**src/rtl/des_key_schedule.sv**
```systemverilog
// des_key_schedule: DES round-key generator, one PC-2 subkey per valid/ready handshake.
// Optional macro DES_DECRYPT_EN adds i_decrypt and reverse (K16..K1) emission order.
`default_nettype none

module des_key_schedule (
   input  logic        clk,
   input  logic        rst_n,
   input  logic [55:0] i_key_in,
   input  logic        i_key_valid,
   output logic        o_key_ready,
`ifdef DES_DECRYPT_EN
   input  logic        i_decrypt,
`endif
   output logic [47:0] o_subkey,
   output logic        o_subkey_valid,
   input  logic        i_subkey_ready,
   output logic [3:0]  o_round_idx,
   output logic        o_last
);

   typedef enum logic [0:0] {S_IDLE = 1'b0, S_EMIT = 1'b1} state_t;

   // PC-2: entry i gives the 1-based C||D bit feeding subkey bit 47-i.
   localparam logic [0:47][5:0] c_PC2 = {
      6'd14, 6'd17, 6'd11, 6'd24, 6'd1,  6'd5,  6'd3,  6'd28,
      6'd15, 6'd6,  6'd21, 6'd10, 6'd23, 6'd19, 6'd12, 6'd4,
      6'd26, 6'd8,  6'd16, 6'd7,  6'd27, 6'd20, 6'd13, 6'd2,
      6'd41, 6'd52, 6'd31, 6'd37, 6'd47, 6'd55, 6'd30, 6'd40,
      6'd51, 6'd45, 6'd33, 6'd48, 6'd44, 6'd49, 6'd39, 6'd56,
      6'd34, 6'd53, 6'd46, 6'd42, 6'd50, 6'd36, 6'd29, 6'd32};

   state_t      r_state, w_state_nxt;
   logic [27:0] r_c, r_d, w_c_nxt, w_d_nxt;
   logic [47:0] r_subkey;
   logic [3:0]  r_round_idx;
   logic        r_last;
   logic        w_accept, w_advance, w_final;
   logic [4:0]  w_j_enc;
`ifdef DES_DECRYPT_EN
   logic        r_dec;
   logic [4:0]  w_j_dec;
`endif

   // Rounds 1, 2, 9 and 16 rotate by one position, all others by two.
   function automatic logic f_shift1(input logic [4:0] j);
      return (j == 5'd1) || (j == 5'd2) || (j == 5'd9) || (j == 5'd16);
   endfunction

   function automatic logic [27:0] f_rotl(input logic [27:0] x, input logic one);
      return one ? {x[26:0], x[27]} : {x[25:0], x[27:26]};
   endfunction

`ifdef DES_DECRYPT_EN
   function automatic logic [27:0] f_rotr(input logic [27:0] x, input logic one);
      return one ? {x[0], x[27:1]} : {x[1:0], x[27:2]};
   endfunction
`endif

   function automatic logic [47:0] f_pc2(input logic [55:0] cd);
      logic [47:0] k;
      k = '0;
      for (int i = 0; i < 48; i++) begin
         k[47-i] = cd[56 - int'(c_PC2[i])];
      end
      return k;
   endfunction

   assign w_accept  = (r_state == S_IDLE) && i_key_valid;
   assign w_advance = (r_state == S_EMIT) && i_subkey_ready && (r_round_idx != 4'd15);
   assign w_final   = (r_state == S_EMIT) && i_subkey_ready && (r_round_idx == 4'd15);
   // Emission number of the subkey being prepared (current round_idx + 1, plus one).
   assign w_j_enc   = {1'b0, r_round_idx} + 5'd2;

   always_ff @(posedge clk or negedge rst_n) begin
      if (!rst_n) r_state <= S_IDLE;
      else        r_state <= w_state_nxt;
   end

   always_comb begin
      w_state_nxt = r_state;
      case (r_state)
         S_IDLE:  if (i_key_valid) w_state_nxt = S_EMIT;
         S_EMIT:  if (w_final)     w_state_nxt = S_IDLE;
         default: w_state_nxt = S_IDLE;
      endcase
   end

   always_comb begin
      w_c_nxt = r_c;
      w_d_nxt = r_d;
`ifdef DES_DECRYPT_EN
      // Decrypt walks the rotations backwards, starting from C16||D16 = C0||D0.
      w_j_dec = 5'd16 - {1'b0, r_round_idx};
      if (w_accept) begin
         if (i_decrypt) begin
            w_c_nxt = i_key_in[55:28];
            w_d_nxt = i_key_in[27:0];
         end else begin
            w_c_nxt = f_rotl(i_key_in[55:28], 1'b1);
            w_d_nxt = f_rotl(i_key_in[27:0], 1'b1);
         end
      end else if (r_dec) begin
         w_c_nxt = f_rotr(r_c, f_shift1(w_j_dec));
         w_d_nxt = f_rotr(r_d, f_shift1(w_j_dec));
      end else begin
         w_c_nxt = f_rotl(r_c, f_shift1(w_j_enc));
         w_d_nxt = f_rotl(r_d, f_shift1(w_j_enc));
      end
`else
      if (w_accept) begin
         w_c_nxt = f_rotl(i_key_in[55:28], 1'b1);
         w_d_nxt = f_rotl(i_key_in[27:0], 1'b1);
      end else begin
         w_c_nxt = f_rotl(r_c, f_shift1(w_j_enc));
         w_d_nxt = f_rotl(r_d, f_shift1(w_j_enc));
      end
`endif
   end

   always_ff @(posedge clk or negedge rst_n) begin
      if (!rst_n) begin
         r_c         <= '0;
         r_d         <= '0;
         r_subkey    <= '0;
         r_round_idx <= '0;
         r_last      <= 1'b0;
`ifdef DES_DECRYPT_EN
         r_dec       <= 1'b0;
`endif
      end else if (w_accept || w_advance) begin
         r_c         <= w_c_nxt;
         r_d         <= w_d_nxt;
         r_subkey    <= f_pc2({w_c_nxt, w_d_nxt});
         r_round_idx <= w_accept ? 4'd0 : r_round_idx + 4'd1;
         r_last      <= w_advance && (r_round_idx == 4'd14);
`ifdef DES_DECRYPT_EN
         if (w_accept) r_dec <= i_decrypt;
`endif
      end else if (w_final) begin
         r_round_idx <= '0;
         r_last      <= 1'b0;
      end
   end

   assign o_key_ready    = (r_state == S_IDLE);
   assign o_subkey_valid = (r_state == S_EMIT);
   assign o_subkey       = r_subkey;
   assign o_round_idx    = r_round_idx;
   assign o_last         = r_last;

endmodule

`default_nettype wire
```
**config.mk**
```make
export PLATFORM = sky130hd
export DESIGN_NAME = des_key_schedule
export DESIGN_NICKNAME = d
export VERILOG_FILES = /design/src/rtl/des_key_schedule.sv
export SDC_FILE = /design/constraint.sdc
export NUM_CORES = 1
export LEC_CHECK = 0
export CAP_MARGIN = 0
export CORE_MARGIN = 4
export CORE_UTILIZATION = 49
export DETAILED_ROUTE_END_ITERATION = 10
export PLACE_DENSITY = 0.8
export SLEW_MARGIN = 10
export SYNTH_ARGS = -nofsm -noshare
export SYNTH_HDL_FRONTEND = slang
export SYNTH_SLANG_ARGS = --single-unit
```
**constraint.sdc**
```tcl
create_clock -name clk -period 2.1 [get_ports clk]
set_input_delay 0.42 -clock clk [delete_from_list [all_inputs] [get_ports clk]]
set_output_delay 0.42 -clock clk [all_outputs]
set_load 0.005 [all_outputs]
```
Word level (Yosys, flattened, before mapping):

Cells that the tools add are included.

* register bits after elaboration: 110
* input port bits: 60
* output and inout bits: 55
* logic and storage cells: 38

* add/subtract/negate cells: 2
* equal/unequal tests: 7
* muxes and demuxes: 12
* bitwise logic cells: 1
* reductions and logical operators: 10

Operators with widths (count)
* $mux 28: 4
* $mux 4: 3
* $eq 4x4->1 const B: 2
* $add 4x2->5 const B: 1
* $eq 5x1->1 const B: 1
* $eq 5x2->1 const B: 1
* $eq 5x4->1 const B: 1
* $eq 5x5->1 const B: 1
* $logic_and 1x1->1: 5
* $add 4x1->4 const B: 1
* $logic_or 1x1->1: 4
* $mux 1: 4
* $ne 4x4->1 const B: 1
* $pmux 1 s2: 1
* $reduce_bool 2->1: 1
* $not 1->1: 1

Longest topological paths before layout:

Gate-level depths: netlist of run 1.

* depth in word-level cells: 7
* depth in mapped cells: 8
* gate-level depth less buffers: 6

Worst setup path before layout of run 1:

Ideal clock, no wire load.

* path kind: reg-to-reg
* start: reg r_round_idx[1] (netlist: o_round_idx[1])
* end: reg r_subkey[1] (netlist: o_subkey[1])
* data arrival time: 1.711 ns
* data required time: 1.970 ns
* path slack: 0.259 ns
* cell stages (with the launch flop): 8
* cells stage by stage: dfrtp_1 > ha_1 > a21boi_2 > o221a_2 > buf_6 > buf_4 > o21ai_0 > a31oi_1

* word-level cells in the longest chain between the ends: 7

RTL lines
* from (decl): line 35 `logic [3:0] r_round_idx;`
* from (signal assigned): line 134 `r_round_idx <= w_accept ? 4'd0 : r_round_idx + 4'd1;`
* $add 4x2->5: line 72 `assign w_j_enc = {1'b0, r_round_idx} + 5'd2;`
* $eq 5x1->1 or $eq 5x2->1 (tied branches): line 46 `return (j == 5'd1) || (j == 5'd2) || (j == 5'd9) || (j == 5'd16);`
* $logic_or 1x1->1 (3 in a row): line 46
* $mux 28: line 50 `return one ? {x[26:0], x[27]} : {x[25:0], x[27:26]};`
* $mux 28: line 110 `if (w_accept) begin`
* to (signal assigned): line 133 `r_subkey <= f_pc2({w_c_nxt, w_d_nxt});`
* to (decl): line 34 `logic [47:0] r_subkey;`

Several ways; a longest one is shown, not always the timed one.
A chain may end at the register's enable or synchronous reset.

Worst setup path after layout of run 1:

* start: reg r_round_idx[1] (netlist: o_round_idx[1])
* end: reg r_c[3]

* word-level cells in the longest chain between the ends: 7

RTL lines
* $add 4x2->5: line 72
* $eq 5x1->1 or $eq 5x2->1 (tied branches): line 46
* $logic_or 1x1->1 (3 in a row): line 46
* $mux 28: line 50
* $mux 28: line 110
* to (signal assigned): line 131 `r_c <= w_c_nxt;`
* to (decl): line 33 `logic [27:0] r_c, r_d, w_c_nxt, w_d_nxt;`

Several ways; a longest one is shown, not always the timed one.

==> flow_summary.ini, run 1 <==
[routing]
routed_wl_microns = 11000
vias = 3811
drtIter0Drc = 265
wl_per_cell_microns = 17.3
drc = 0
drt-pass1-iter-count = 5
via_per_inst = 6.02
ant_nets = 0

[clock_network]
cts_sinks = 62
clock-root-buffer = clkbuf_8
cts_resized = 0
cts_tree = built
cts_hold_buf = 0
cts_buffer_depth = 2
clock_latency_ns = 0.34
cts_setup_buffers = 0
clk_pin_slew_ns = 0.07
cts_made_buffers = 9
cts_htree_levels = 3

[setup_path]
worst_setup_path_end_kind = flip-flop
crit_type = reg -> reg
crit_fanout = 23
reg2reg_from = o_round_idx[1]
arrival_ns = 2.20
required_ns = 2.35
cp-start-kind = flip-flop
crit_start = o_round_idx[1]

[power_and_ir_drop]
p_leak_uw = 0.00207
ir_drop_mv = 0.738
power_frac_clock_pct = 13.4
power_density_nw_per_um2 = 1440
p_sw_share_pct = 39.4
switching_power_uw = 2940
combPwrFrac_pct = 54.9
p_int_uw = 4530
seqPwrFrac_pct = 31.7

[cells_and_area]
nets = 587
fillers = 692
instances_no_fill = 633
diodes = 0
syn2layout_area_growth_pct = 27.3
regArea_sq_um = 1550
utilization_pct = 63.8
drive_gt1_share_pct = 7.77
multiInputGateArea_sq_um = 1920

[die]
pin_count = 115
rows = 33
coreArea_sq_um = 8130
start_util_pct = 50.1
die_x_microns = 99.2
die-area_sq_um = 9840
die_y_microns = 99.2

[worst_hold_path]
hp-class = in -> async

[sta]
slew_headroom_pct = 75.6
skew_ns = 0.00744
tightestPinTransition_ns = 0.365
fin_tns_setup_ns = 0
min_period_over_period_pct = 92.7
drv_slew = 0
report.final.hold_viol_count = 0
setup_viol = 0
fmax_mhz = 514
min_period_ns = 1.95

[yosys]
synth_flop_cell = dfrtp_1
seq_area_frac_synth_pct = 38.1
synth_top_area_share_pct = 38.1
synth_edf_count = 0
ys_warn_count = 0
synth_top_family_by_area = compound AO/OA/AOI/OAI gates
syn_nets = 543
yosys.area_share.simple_pct = 17.2
synthMuxAreaShare_pct = 0
synth_fa_ha_area_share_pct = 1.23
synth_cell_types = 30
synth_area_sq_um = 4080
yosys.area.top_type = dfrtp_1
synthArstFlopShare_pct = 100
synth_cells = 479
synth_compound_area_share_pct = 27.5
synthXorXnorAreaFrac_pct = 0
synthTopCellsByCount = dfrtp_1, buf_4, nand3_1
synth.avg_cell_area_sq_um = 8.51
synth_seq_cells = 62
ys_top_cells_by_area = dfrtp_1, buf_4, nand2b_1
synth_most_common_cell = dfrtp_1

[global_route]
track_usage_pct = 21.6
grt-ovfl-total = 0
grt_pass1_wl_microns = 17600
first_global_vias = 3618
grt_start_max_net_pins = 63
antenna_found_initial = 0

[place]
io_buffers = 114
dpl.cell_count = 617
gp_congestion = 0.840
post-dp-hpwl_microns = 7080

[job]
maxCapViolCount = 0

[run_status]
outcome = complete, no violations
[state kept, by name, summed over array words and instances (netlist names)]
register and cells:
o_round_idx 4, o_subkey 2, r_d 27, r_c 27, o_last 1, o_subkey_valid 1
[routing by layer]
layer / vias to the layer above / routed length, microns / global-route usage (%)
met1: 1831 / 4630 / 29.2
met2: 153 / 5400 / 33.8
met3: 11 / 791 / 5.12
met5: - / 0 / 0
li1: 1816 / - / -
met4: 0 / 148 / 8.19
[placed cells by master (no fill, tap or decap), drive strengths merged]
cell           synthesis  routed
nand2                  4       4
clkdlybuf4s50          0     113
clkinvlp               0       1
ha                     4       4
a21oi                  2       2
inv                    6       6
a31oi                 57      57
nor2b                  1       1
o41ai                  1       1
a21boi                 2       2
nand2b                57      57
clkbuf                19      13
nor2                   3       3
o2111a                 1       1
clkinv                 0       2
buf                   78      17
a21o                   1       1
o21ai                 60      60
and3                   2       2
dfrtp                 62      62
nand3                 58      58
o2111ai                1       1
o221a                  1       1
nand4b                 1       1
o22ai                 56      56
a32o                   1       1
o221ai                 1       1
[final timing paths]
kind	endpoint	slack (ns)	cells after the start
setup reg to reg	r_c[3]	0.15	6
hold / removal	r_c[17]	0.08	2
hold reg to reg	o_last	0.52	2
setup / recovery	r_c[3]	0.15	6
min in group clk	o_last	0.52	2
max in group asynchronous	o_subkey_valid	1.74	2
[layout make-up]
class	count	share of cell area, %
Clock inverter	3	0.337
Tap cell	105	2.53
Inverter	6	0.434
Sequential cell	62	29.9
Multi-Input combinational cell	314	36.9
Timing Repair Buffer	130	26.6
Clock buffer	13	3.25
[cell families (layout without fill, tap and decap cells)]
| kind of cell | after synthesis | after routing |
|---|---|---|
| AOI/OAI and AO/OA | 184 | 184 |
| DFF | 62 | 62 |
| adders and majority gates | 4 | 4 |
| and+or+nand+nor | 126 | 126 |
| buffers and inverters | 103 | 152 |
[power groups by stage]
stage,Clock [uW],Combinational [uW],Sequential (uW)
floorplan,0,3090,2160
global placement,0,3970,2340
detailed placement,0,4120,2360
CTS,1010,4120,2350
global route,1060,4540,2440
finish,1000,4110,2370
[worst max-delay path, cell delays in order, from the launching register on]
cell and delay [ns]:
dfrtp_1 0.49, ha_1 0.33, inv_1 0.19, o221a_2 0.28, buf_4 0.25, o21ai_0 0.13
a31oi_1 0.19
[stage by stage]
| stage | total power, uW | hold slack (ns) | setup slack (ns) | instance area, sq um |
|---|---|---|---|---|
| detailed placement | 6470 | 0.457 | 0.106 | 5000 |
| CTS | 7490 | 0.0940 | 0.149 | 5180 |
| global route | 8050 | 0.114 | -0.00293 | 5190 |
| finish | 7480 | 0.0795 | 0.154 | 5190 |
| floorplan | 5240 | 0.124 | 0.259 | 4080 |
| global placement | 6310 | 0.456 | 0.194 | 5000 |
(Power assumes the default switching activity.)
==> inputs of run 2 (changes only) <==
CTS_CLUSTER_DIAMETER = 150   (was not set)
REMOVE_ABC_BUFFERS = 1   (was not set)
==> flow_summary.ini, run 2 (synthesized netlist as in run 1, its figures left out) <==
[die]
pin_count = 115
die_x_microns = 99.2
die_y_microns = 99.2
coreArea_sq_um = 8130
rows = 33
start_util_pct = 50.1
die-area_sq_um = 9840

[place]
io_buffers = 114
dp_slack_ns = 0.107
post-dp-hpwl_microns = 7010
gp_congestion = 0.844

[cells_and_area]
final_cell_mix = clkdlybuf4s50_1, dfrtp_1, nand3_1
utilization_pct = 64.6
nets = 588
regArea_sq_um = 1550
fillers = 694
syn2layout_area_growth_pct = 28.9
drive_gt1_share_pct = 8.13
mostFrequentLayoutCell = clkdlybuf4s50_1
multiInputGateArea_sq_um = 1920
diodes = 0

[global_route]
grt_start_max_net_pins = 63
track_usage_pct = 21.6
first_global_vias = 3604
grt-ovfl-total = 0
antenna_found_initial = 0
grt_pass1_wl_microns = 17800

[setup_path]
required_ns = 2.31
crit_type = reg -> reg
reg2reg_from = o_round_idx[0]
worst_setup_path_end_kind = flip-flop
reg2reg_depth = 7
cp-start-kind = flip-flop
cp_num_cells = 7
crit_slowest_cell = dfrtp_1
path_buf_inv = 2
crit_chain = inv_1 > ha_1 > and3_1 > o2111a_2 > buf_6 > o21ai_0 > a31oi_1
rrSetupSlack_ns = 0.17
arrival_ns = 2.14
crit_family = compound AO/OA/AOI/OAI gates
slowest_delay_ns = 0.45
crit_fanout = 28
r2r-end = r_d[21]

[sta]
report.final.hold_viol_count = 0
setup_viol = 0
skew_ns = 0.0156
fin_tns_setup_ns = 0
layout_setup_ws_ns = 0.171
drv_slew = 0
tightestPinTransition_ns = 0.351
grt_setup_unrepaired = no
fmax_mhz = 518
slew_headroom_pct = 76.6
min_period_over_period_pct = 91.9
min_period_ns = 1.93

[clock_network]
clock-root-buffer = clkbuf_8
cts_buffer_depth = 2
cts_setup_buffers = 0
cts_resized = 0
cts_htree_levels = 3
clk_pin_slew_ns = 0.08
cts_made_buffers = 9
clock_latency_ns = 0.35
cts_sinks = 62
cts_hold_buf = 0
cts_tree = built

[power_and_ir_drop]
ir_drop_mv = 0.692
p_leak_uw = 0.00209
power_density_nw_per_um2 = 1470

[routing]
vias = 3891
routed_wl_microns = 10900
drtIter0Drc = 297
ant_nets = 0
wl_per_cell_microns = 17.3
drt-pass1-iter-count = 5
drc = 0
via_per_inst = 6.14

[worst_hold_path]
hp-class = in -> async

[run_status]
outcome = complete, no violations

[job]
maxCapViolCount = 0
[run 2: cell count changes in the layout (fill, tap and decap cells not counted)]
cell | before | now
clkinv_4 | 0 | 1
clkbuf_8 | 12 | 9
buf_4 | 6 | 4
buf_6 | 0 | 1
bufinv_16 | 0 | 2
dfrtp_2 | 0 | 1
dfrtp_1 | 62 | 61
buf_12 | 10 | 12
[run 2: where the power goes]
group	total, uW	switching, uW	internal [uW]	leakage (uW)
Combinational	4190	1870	2330	0.00131
Clock	1170	501	667	0.000106
Sequential	2350	584	1760	0.000680
Total	7710	2950	4760	0.00209
[run 2: how the worst max path moves through the flow]
stage / start / end / slack, ns
after floorplan: o_round_idx[1] / r_c[25] / -1.70
after global placement: i_subkey_ready / r_d[21] / 0.19
after detailed placement: o_round_idx[0] / o_subkey[1] / 0.11
after CTS: o_round_idx[0] / o_subkey[1] / 0.1
after global routing: o_round_idx[0] / r_d[9] / 0.04
final: o_round_idx[0] / r_d[21] / 0.17
[run 2: final cells by class]
cell class / count / area share (%)
multi-input combinational: 314 / 36.5
sequential: 62 / 29.5
timing repair buffer: 131 / 27.0
tap: 105 / 2.50
clock buffer: 10 / 2.43
clock inverter: 6 / 1.64
inverter: 6 / 0.428
[run 2: worst register-to-register path: stages (launching register included)]
cell      delay, ns
dfrtp_1        0.45
inv_1          0.11
ha_1           0.22
and3_1         0.22
o2111a_2       0.31
buf_6          0.18
o21ai_0        0.19
a31oi_1        0.11
[run 2: routing by layer]
layer  vias up  share of wire, %  global-route usage [%]
met4         0               1.1                    4.52
met2       181                47                    33.2
met5         -                 0                       0
li1       1811                 -                       -
met1      1885                44                    30.4
met3        14               8.1                    6.31
[run 2: through the flow]
stage | hold WS (ns) | cells | area (sq um) | power, uW
floorplan | 0.124 | 382 | 3450 | 4450
detailed placement | 0.456 | 618 | 5030 | 6530
CTS | 0.0853 | 634 | 5250 | 7720
global placement | 0.453 | 618 | 5030 | 6360
finish | 0.0642 | 634 | 5260 | 7710
global route | 0.0896 | 634 | 5260 | 8290
==> inputs of run 3 (changes only) <==
ABC_CLOCK_PERIOD_IN_PS = 2100   (was not set)
==> results of run 3 <==
No change in the layout: final DEF, timing and power equal those of run 2.
